## src/rtl/seq_normalizer.sv

```systemverilog
// rtl/seq_normalizer.sv - sequential left-shift normalizer (unsigned / signed), one operand in flight
// Optional two-bit-per-cycle stepping when NORM_FAST_EN is defined.
module seq_normalizer #(
  parameter int WIDTH = 8,
  parameter int CNT_W = 4
) (
  input  logic             clk,
  input  logic             rst,
  input  logic             in_valid,
  output logic             in_ready,
  input  logic [WIDTH-1:0] in_data,
  input  logic             in_signed,
  output logic             out_valid,
  input  logic             out_ready,
  output logic [WIDTH-1:0] out_data,
  output logic [CNT_W-1:0] out_shift,
  output logic             out_zero
);

  typedef enum logic [1:0] {
    S_IDLE  = 2'd0,
    S_SHIFT = 2'd1,
    S_DONE  = 2'd2
  } state_t;

  localparam logic [CNT_W-1:0] MAX_U = CNT_W'(WIDTH);
  localparam logic [CNT_W-1:0] MAX_S = CNT_W'(WIDTH - 1);

  state_t           r_state;
  logic [WIDTH-1:0] r_reg;
  logic [CNT_W-1:0] r_cnt;
  logic             r_signed;
  logic             r_zero;
  logic             r_valid;
  logic             r_ready;

  logic [CNT_W-1:0] w_max;
  logic             w_is_zero;
  logic             w_norm;
  logic             w_at_max;
  logic             w_fast;

  assign w_max     = r_signed ? MAX_S : MAX_U;
  assign w_is_zero = (r_reg == '0);
  assign w_norm    = r_signed ? (r_reg[WIDTH-1] ^ r_reg[WIDTH-2]) : r_reg[WIDTH-1];
  assign w_at_max  = (r_cnt == w_max);

`ifdef NORM_FAST_EN
  localparam logic [CNT_W:0] TWO = (CNT_W+1)'(2);
  logic [CNT_W:0] w_cnt_p2;
  logic           w_two_free;

  // Two redundant top bits guarantee a double shift cannot skip past normalization.
  assign w_cnt_p2   = {1'b0, r_cnt} + TWO;
  assign w_two_free = r_signed
                    ? ((r_reg[WIDTH-1] == r_reg[WIDTH-2]) && (r_reg[WIDTH-2] == r_reg[WIDTH-3]))
                    : (r_reg[WIDTH-1:WIDTH-2] == 2'b00);
  assign w_fast     = !w_is_zero && (w_cnt_p2 <= {1'b0, w_max}) && w_two_free;
`else
  assign w_fast = 1'b0;
`endif

  always_ff @(posedge clk) begin
    if (rst) begin
      r_state  <= S_IDLE;
      r_reg    <= '0;
      r_cnt    <= '0;
      r_signed <= 1'b0;
      r_zero   <= 1'b0;
      r_valid  <= 1'b0;
      r_ready  <= 1'b1;
    end else begin
      case (r_state)
        S_IDLE: begin
          if (in_valid && r_ready) begin
            r_reg    <= in_data;
            r_cnt    <= '0;
            r_signed <= in_signed;
            r_zero   <= 1'b0;
            r_ready  <= 1'b0;
            r_state  <= S_SHIFT;
          end
        end
        S_SHIFT: begin
          if (w_is_zero) begin
            r_cnt   <= w_max;
            r_zero  <= 1'b1;
            r_valid <= 1'b1;
            r_state <= S_DONE;
          end else if (w_norm || w_at_max) begin
            r_valid <= 1'b1;
            r_state <= S_DONE;
          end else if (w_fast) begin
            r_reg <= {r_reg[WIDTH-3:0], 2'b00};
            r_cnt <= r_cnt + CNT_W'(2);
          end else begin
            r_reg <= {r_reg[WIDTH-2:0], 1'b0};
            r_cnt <= r_cnt + CNT_W'(1);
          end
        end
        S_DONE: begin
          if (out_ready) begin
            r_valid <= 1'b0;
            r_ready <= 1'b1;
            r_state <= S_IDLE;
          end
        end
        default: begin
          r_valid <= 1'b0;
          r_ready <= 1'b1;
          r_state <= S_IDLE;
        end
      endcase
    end
  end

  assign in_ready  = r_ready;
  assign out_valid = r_valid;
  assign out_data  = r_reg;
  assign out_shift = r_cnt;
  assign out_zero  = r_zero;

endmodule

```

## config.mk

```make
export PLATFORM = sky130hd
export DESIGN_NAME = seq_normalizer
export DESIGN_NICKNAME = d
export VERILOG_FILES = /design/src/rtl/seq_normalizer.sv
export SDC_FILE = /design/constraint.sdc
export NUM_CORES = 1
export LEC_CHECK = 0
export ABC_AREA = 1
export BUFFER_PORTS_ARGS = -buffer_cell sky130_fd_sc_hd__buf_2
export CORE_MARGIN = 4
export CORE_UTILIZATION = 46
export CTS_CLUSTER_DIAMETER = 150
export CTS_CLUSTER_SIZE = 20
export DETAILED_ROUTE_END_ITERATION = 10
export PLACE_DENSITY = 0.74
export SLEW_MARGIN = 20
export SYNTH_ARGS = -nofsm -noshare
export SYNTH_HDL_FRONTEND = slang
export SYNTH_SLANG_ARGS = --single-unit
```

## constraint.sdc

```tcl
create_clock -name clk -period 1.5 [get_ports clk]
set_clock_uncertainty 0.15 [all_clocks]
set_input_delay 0.225 -clock clk [delete_from_list [all_inputs] [get_ports clk]]
set_output_delay 0.225 -clock clk [all_outputs]
set_load 0.01 [all_outputs]
```

* Word level (Yosys, flattened, before mapping)
Cells that the tools add are included.
Word-level totals: bits in registers 18, input bits 13, output and inout bits 15, logic and storage cells 57
Cells by class: add/sub/neg operators 1, eq/ne operators 10, multiplexer cells 24, bitwise logic cells 3, reductions and logical operators 12
Operators with widths (number):
- 2-to-1 mux 8 bit | 3
- 2-to-1 mux 4 bit | 4
- one-hot mux 8 bit (2 select lines) | 1
- AND reduction 3 bit | 5
- != test 2 bit, second input constant | 5
- logical NOT 8 bit | 1
- 2-to-1 mux 2 bit | 4
- one-hot mux 4 bit (2 select lines) | 1
- 2-to-1 mux 1 bit | 7
- != test 3 bit, second input constant | 2
- one-hot mux 1 bit (3 select lines) | 2
- one-hot mux 2 bit (3 select lines) | 1
- adder 4 x 1 -> 4 bit, second input constant | 1
- equality test 4 bit | 1
- AND reduction 4 bit | 1
- equality test 2 x 1 -> 1 bit, second input constant | 1
- equality test 2 bit, second input constant | 1
- logical NOT 2 bit | 1
- inverter 1 bit | 2
- one-hot mux 1 bit (2 select lines) | 1
- AND reduction 2 bit | 1
- nonzero test 2 bit | 1
- logical AND 1 bit | 1
- logical OR 1 bit | 1
- bitwise XOR 1 bit | 1

* Longest topological paths before layout
depth in word-level cells 6, mapped depth 11, mapped depth without buffers 10

* Worst setup path before layout
OpenSTA, ideal clock, no wires.
path kind reg-to-reg, start register r_reg[6] (netlist: out_data[6]), end register r_reg[2] (netlist: out_data[2]), library setup time 0.113 ns, data arrival time 1.358 ns, data required time 1.237 ns, path slack -0.121 ns, stages on the path, launching flop included 12, buffers on the path 1, clock period less this slack 1.621 ns, path through dfxtp_1 inv_1 ha_1 nor2_1 nand2_1 nand2_1 nand2_4 nand2_4 buf_6 nand2_1 nand2_1 nor2_1
Between the ends: longest elaborated chain between the ends 5, elaborated cells on any way between the ends 7, classes of those cells eq/ne (2); mux (1); bitwise (1); reduce/logical (3)
Ends and longest elaborated chain:
- start, declared | RTL line 30 | logic [WIDTH-1:0] r_reg;
- start signal, assigned | RTL line 76 | r_reg <= in_data;
- start signal, assigned | RTL line 94 | r_reg <= {r_reg[WIDTH-3:0], 2'b00};
- start signal, assigned | RTL line 97 | r_reg <= {r_reg[WIDTH-2:0], 1'b0};
- bitwise XOR 1 bit | RTL line 45 | assign w_norm = r_signed ? (r_reg[WIDTH-1] ^ r_reg[WIDTH-2]) : r_reg[WIDTH-1];
- 2-to-1 mux 1 bit | RTL line 45
- logical OR 1 bit | RTL line 90 | end else if (w_norm || w_at_max) begin
- != test 2 bit (no line)
- AND reduction 4 bit (no line) (*)
Every way passes the cells marked *; elsewhere a longest branch is shown, timed or not. A chain may end at the register's enable or synchronous reset.

* Final worst setup path
start register r_reg[7] (netlist: out_data[7]), end register r_reg[0] (netlist: out_data[0])
Same word-level chain as after synthesis.

==> results.py <==
metrics = {
    "floorplan": {
        "coreArea_um2": 2212,
        "dieWidth_um": 56.14,
        "num_rows": 17,
        "die_h_um": 56.14,
        "io_pins": 28,
        "initial_utilization": 0.4819,
        "dieArea_um2": 3152,
    },
    "finish": {
        "n_antenna_cell": 0,
        "nets": 230,
        "drive_gt1_frac": 0.4112,
        "post-route-util": 0.6833,
        "area_delta_synth_final_pct": 41.78,
        "fin_cells": 242,
    },
    "cts": {
        "cts.sinks": 18,
        "htreeDepth": 1,
        "cts_buffers": 3,
        "cts_root_buf": "clkbuf_4",
        "cts_tree": "done",
        "clockBufferDepth": 2,
        "cts.clk_slew.worst_paths_ns": 0.11,
        "insertion_delay_ns": 0.31,
    },
    "place": {
        "dp_hpwl_mm": 1.956,
        "dp.cells": 232,
        "finalWeightedCongestion": 0.8054,
        "portBuffers": 27,
    },
    "detailed_routing": {
        "routedWlPerCell_um": 11.65,
        "drt_iter0_drc": 24,
        "vias_per_cell": 4.872,
        "wl_mm": 2.819,
        "dr.pass1.iters": 5,
        "drc_errors": 0,
        "vias": 1179,
        "ant_nets": 0,
    },
    "sta": {
        "slew_headroom": 0.7903,
        "fmax_mhz": 670.2,
        "setup_tns_ns": 0,
        "hold_viol_final": 0,
        "tightestPinTransition_ns": 0.3128,
        "period_minus_slack_ns": 1.492,
        "drv_slew": 0,
        "rsz0062_at_grt": "true",
        "finalCritPeriodShare": 0.9947,
        "setup_viol": 0,
        "whs_ns": 0.07260,
    },
    "synthesis": {
        "avgSynthCellArea_um2": 6.198,
        "postSynth.asyncResetShare": 0,
        "synth_cells": 172,
        "yosys_warnings": 0,
        "synth_most_common_cell": "nand2_1",
        "ys_ff_latch": 18,
        "synth.top_cells.by_area": "dfxtp_1 (34%), nand2_1 (22%), nor2_1 (11%)",
        "ys.flop_type": "dfxtp_1",
        "synth.distinct_cells": 21,
        "synth_common_cells": "nand2_1 (63), nor2_1 (31), inv_1 (22)",
        "synth_edf_count": 0,
        "syn_area_um2": 1066,
        "synth_top_area_frac": 0.3380,
        "synth_top_cell_by_area": "dfxtp_1",
        "ys_seq_area_frac": 0.3380,
        "synth_nets": 187,
    },
    "global_routing": {
        "grt_pass1_wl_mm": 4.333,
        "grt_max_degree": 16,
        "antenna_found_initial": 0,
        "track_usage": 0.1699,
        "grt_pass1_vias": 1043,
        "gr-total-overflow": 0,
    },
    "critical_path": {
        "r2r-end": "out_data[0]$_SDFFE_PP0P_",
        "required_ns": 1.56,
        "crit_path_max_fanout": 8,
        "arrival_ns": 1.56,
        "r2r_cells": 10,
        "r2r-start": "out_data[7]$_SDFFE_PP0P_",
        "endpoint_kind": "register",
        "endpoint": "out_data[0]$_SDFFE_PP0P_",
        "path_class": "reg2reg",
        "ff2ff_setup_slack_ns": 0.008,
        "cp-startpoint": "out_data[7]$_SDFFE_PP0P_",
        "cp-start-kind": "register",
    },
    "status": {
        "status": "finished clean",
    },
    "run": {
        "max_cap_viol_count": 0,
    },
    "pwr": {
        "p_leak_nw": 0.7958,
        "power.density_nw_per_um2": 2271,
        "ir_worst_vdd_mv": 1.376,
    },
    "worst_hold_path": {
        "whs_path_depth": 4,
        "hp-class": "in2reg",
    },
}
## logic make-up (layout without fill, tap and decap cells)
family	count (synthesis)	in the layout	share of synthesized area
AOI/OAI and AO/OA	11	11	0.05751
xor gates and xnor gates	1	1	0.008217
adders and majority gates	2	2	0.02347
buffers and inverters	28	69	0.1115
DFF	18	18	0.3380
and+or+nand+nor	112	113	0.4613
## state kept, by name (all words and copies together) (netlist names)
register	flops
r_state	2
out_shift	4
out_zero	1
out_data	8
out_valid	1
in_ready	1
r_signed	1
## power by group
part	internal, mW	switching [mW]	total (mW)
Clock	0.148	0.163	0.311
Sequential	0.688	0.191	0.879
Combinational	0.916	1.33	2.24
Total	1.75	1.68	3.43
## per-layer routing
| metal | routed length, um | track usage |
|---|---|---|
| met2 | 1455 | 0.2988 |
| met3 | 147 | 0.03016 |
| met4 | 60 | 0.07119 |
| met5 | 0 | 0 |
| met1 | 1156 | 0.2003 |
## metrics by stage
stage	worst slack, ns	power [mW]	cell area, um2
2_1_floorplan	-0.02790	2.054	1074
3_3_place_gp	-0.007134	2.492	1282
3_5_place_dp	-0.04533	2.549	1282
4_1_cts	-0.002711	2.934	1356
5_1_grt	-0.06836	3.713	1511
6_report	0.007995	3.432	1511
## what timing repair did
item	4_1_cts	5_1_grt
endpoints found under the hold margin	5	0
hold buffers	1	0
buffers inserted	0	4
gates cloned	0	1
resized for setup	4	37
pin swaps	5	15
endpoints found under the setup margin	13	16
## cells in the final DEF, fill, tap and decap left out, drive strengths merged, types with 2 or more instances in the layout
| cell type | synthesis | routed |
|---|---|---|
| buf | 4 | 40 |
| inv | 24 | 24 |
| nand2 | 65 | 66 |
| nand3 | 10 | 10 |
| nor2 | 34 | 34 |
| dfxtp | 18 | 18 |
| a21oi | 6 | 6 |
| o21ai | 4 | 4 |
| ha | 2 | 2 |
| clkbuf | 0 | 4 |
## worst max-delay path, cell delays in order, from the launching register on
cell,delay (ns)
dfxtp_2,0.35
inv_2,0.04
ha_4,0.23
nor2_4,0.07
nand2_2,0.07
nand2_4,0.12
nand2_8,0.08
nand2_8,0.09
inv_2,0.04
nor2_1,0.11
nor2_1,0.05
## layout make-up
class | instances | area, um2
sequential | 18 | 367.9
clock buffer | 4 | 36.28
multi-input combinational | 127 | 735.7
timing repair buffer | 41 | 246.5
fill | 196 | 700.7
tap | 28 | 35.03
inverter | 24 | 90.09
## worst min path at each step
stage,start,end
2_1_floorplan,rst,out_valid$_SDFFE_PP0P_
3_3_place_gp,out_valid$_SDFFE_PP0P_,out_valid$_SDFFE_PP0P_
3_5_place_dp,out_valid$_SDFFE_PP0P_,out_valid$_SDFFE_PP0P_
4_1_cts,in_signed,r_signed$_SDFFE_PP0P_
5_1_grt,in_signed,r_signed$_SDFFE_PP0P_
6_report,out_ready,r_state[1]$_SDFFE_PP0P_
Power figures use the tool's default switching activity.
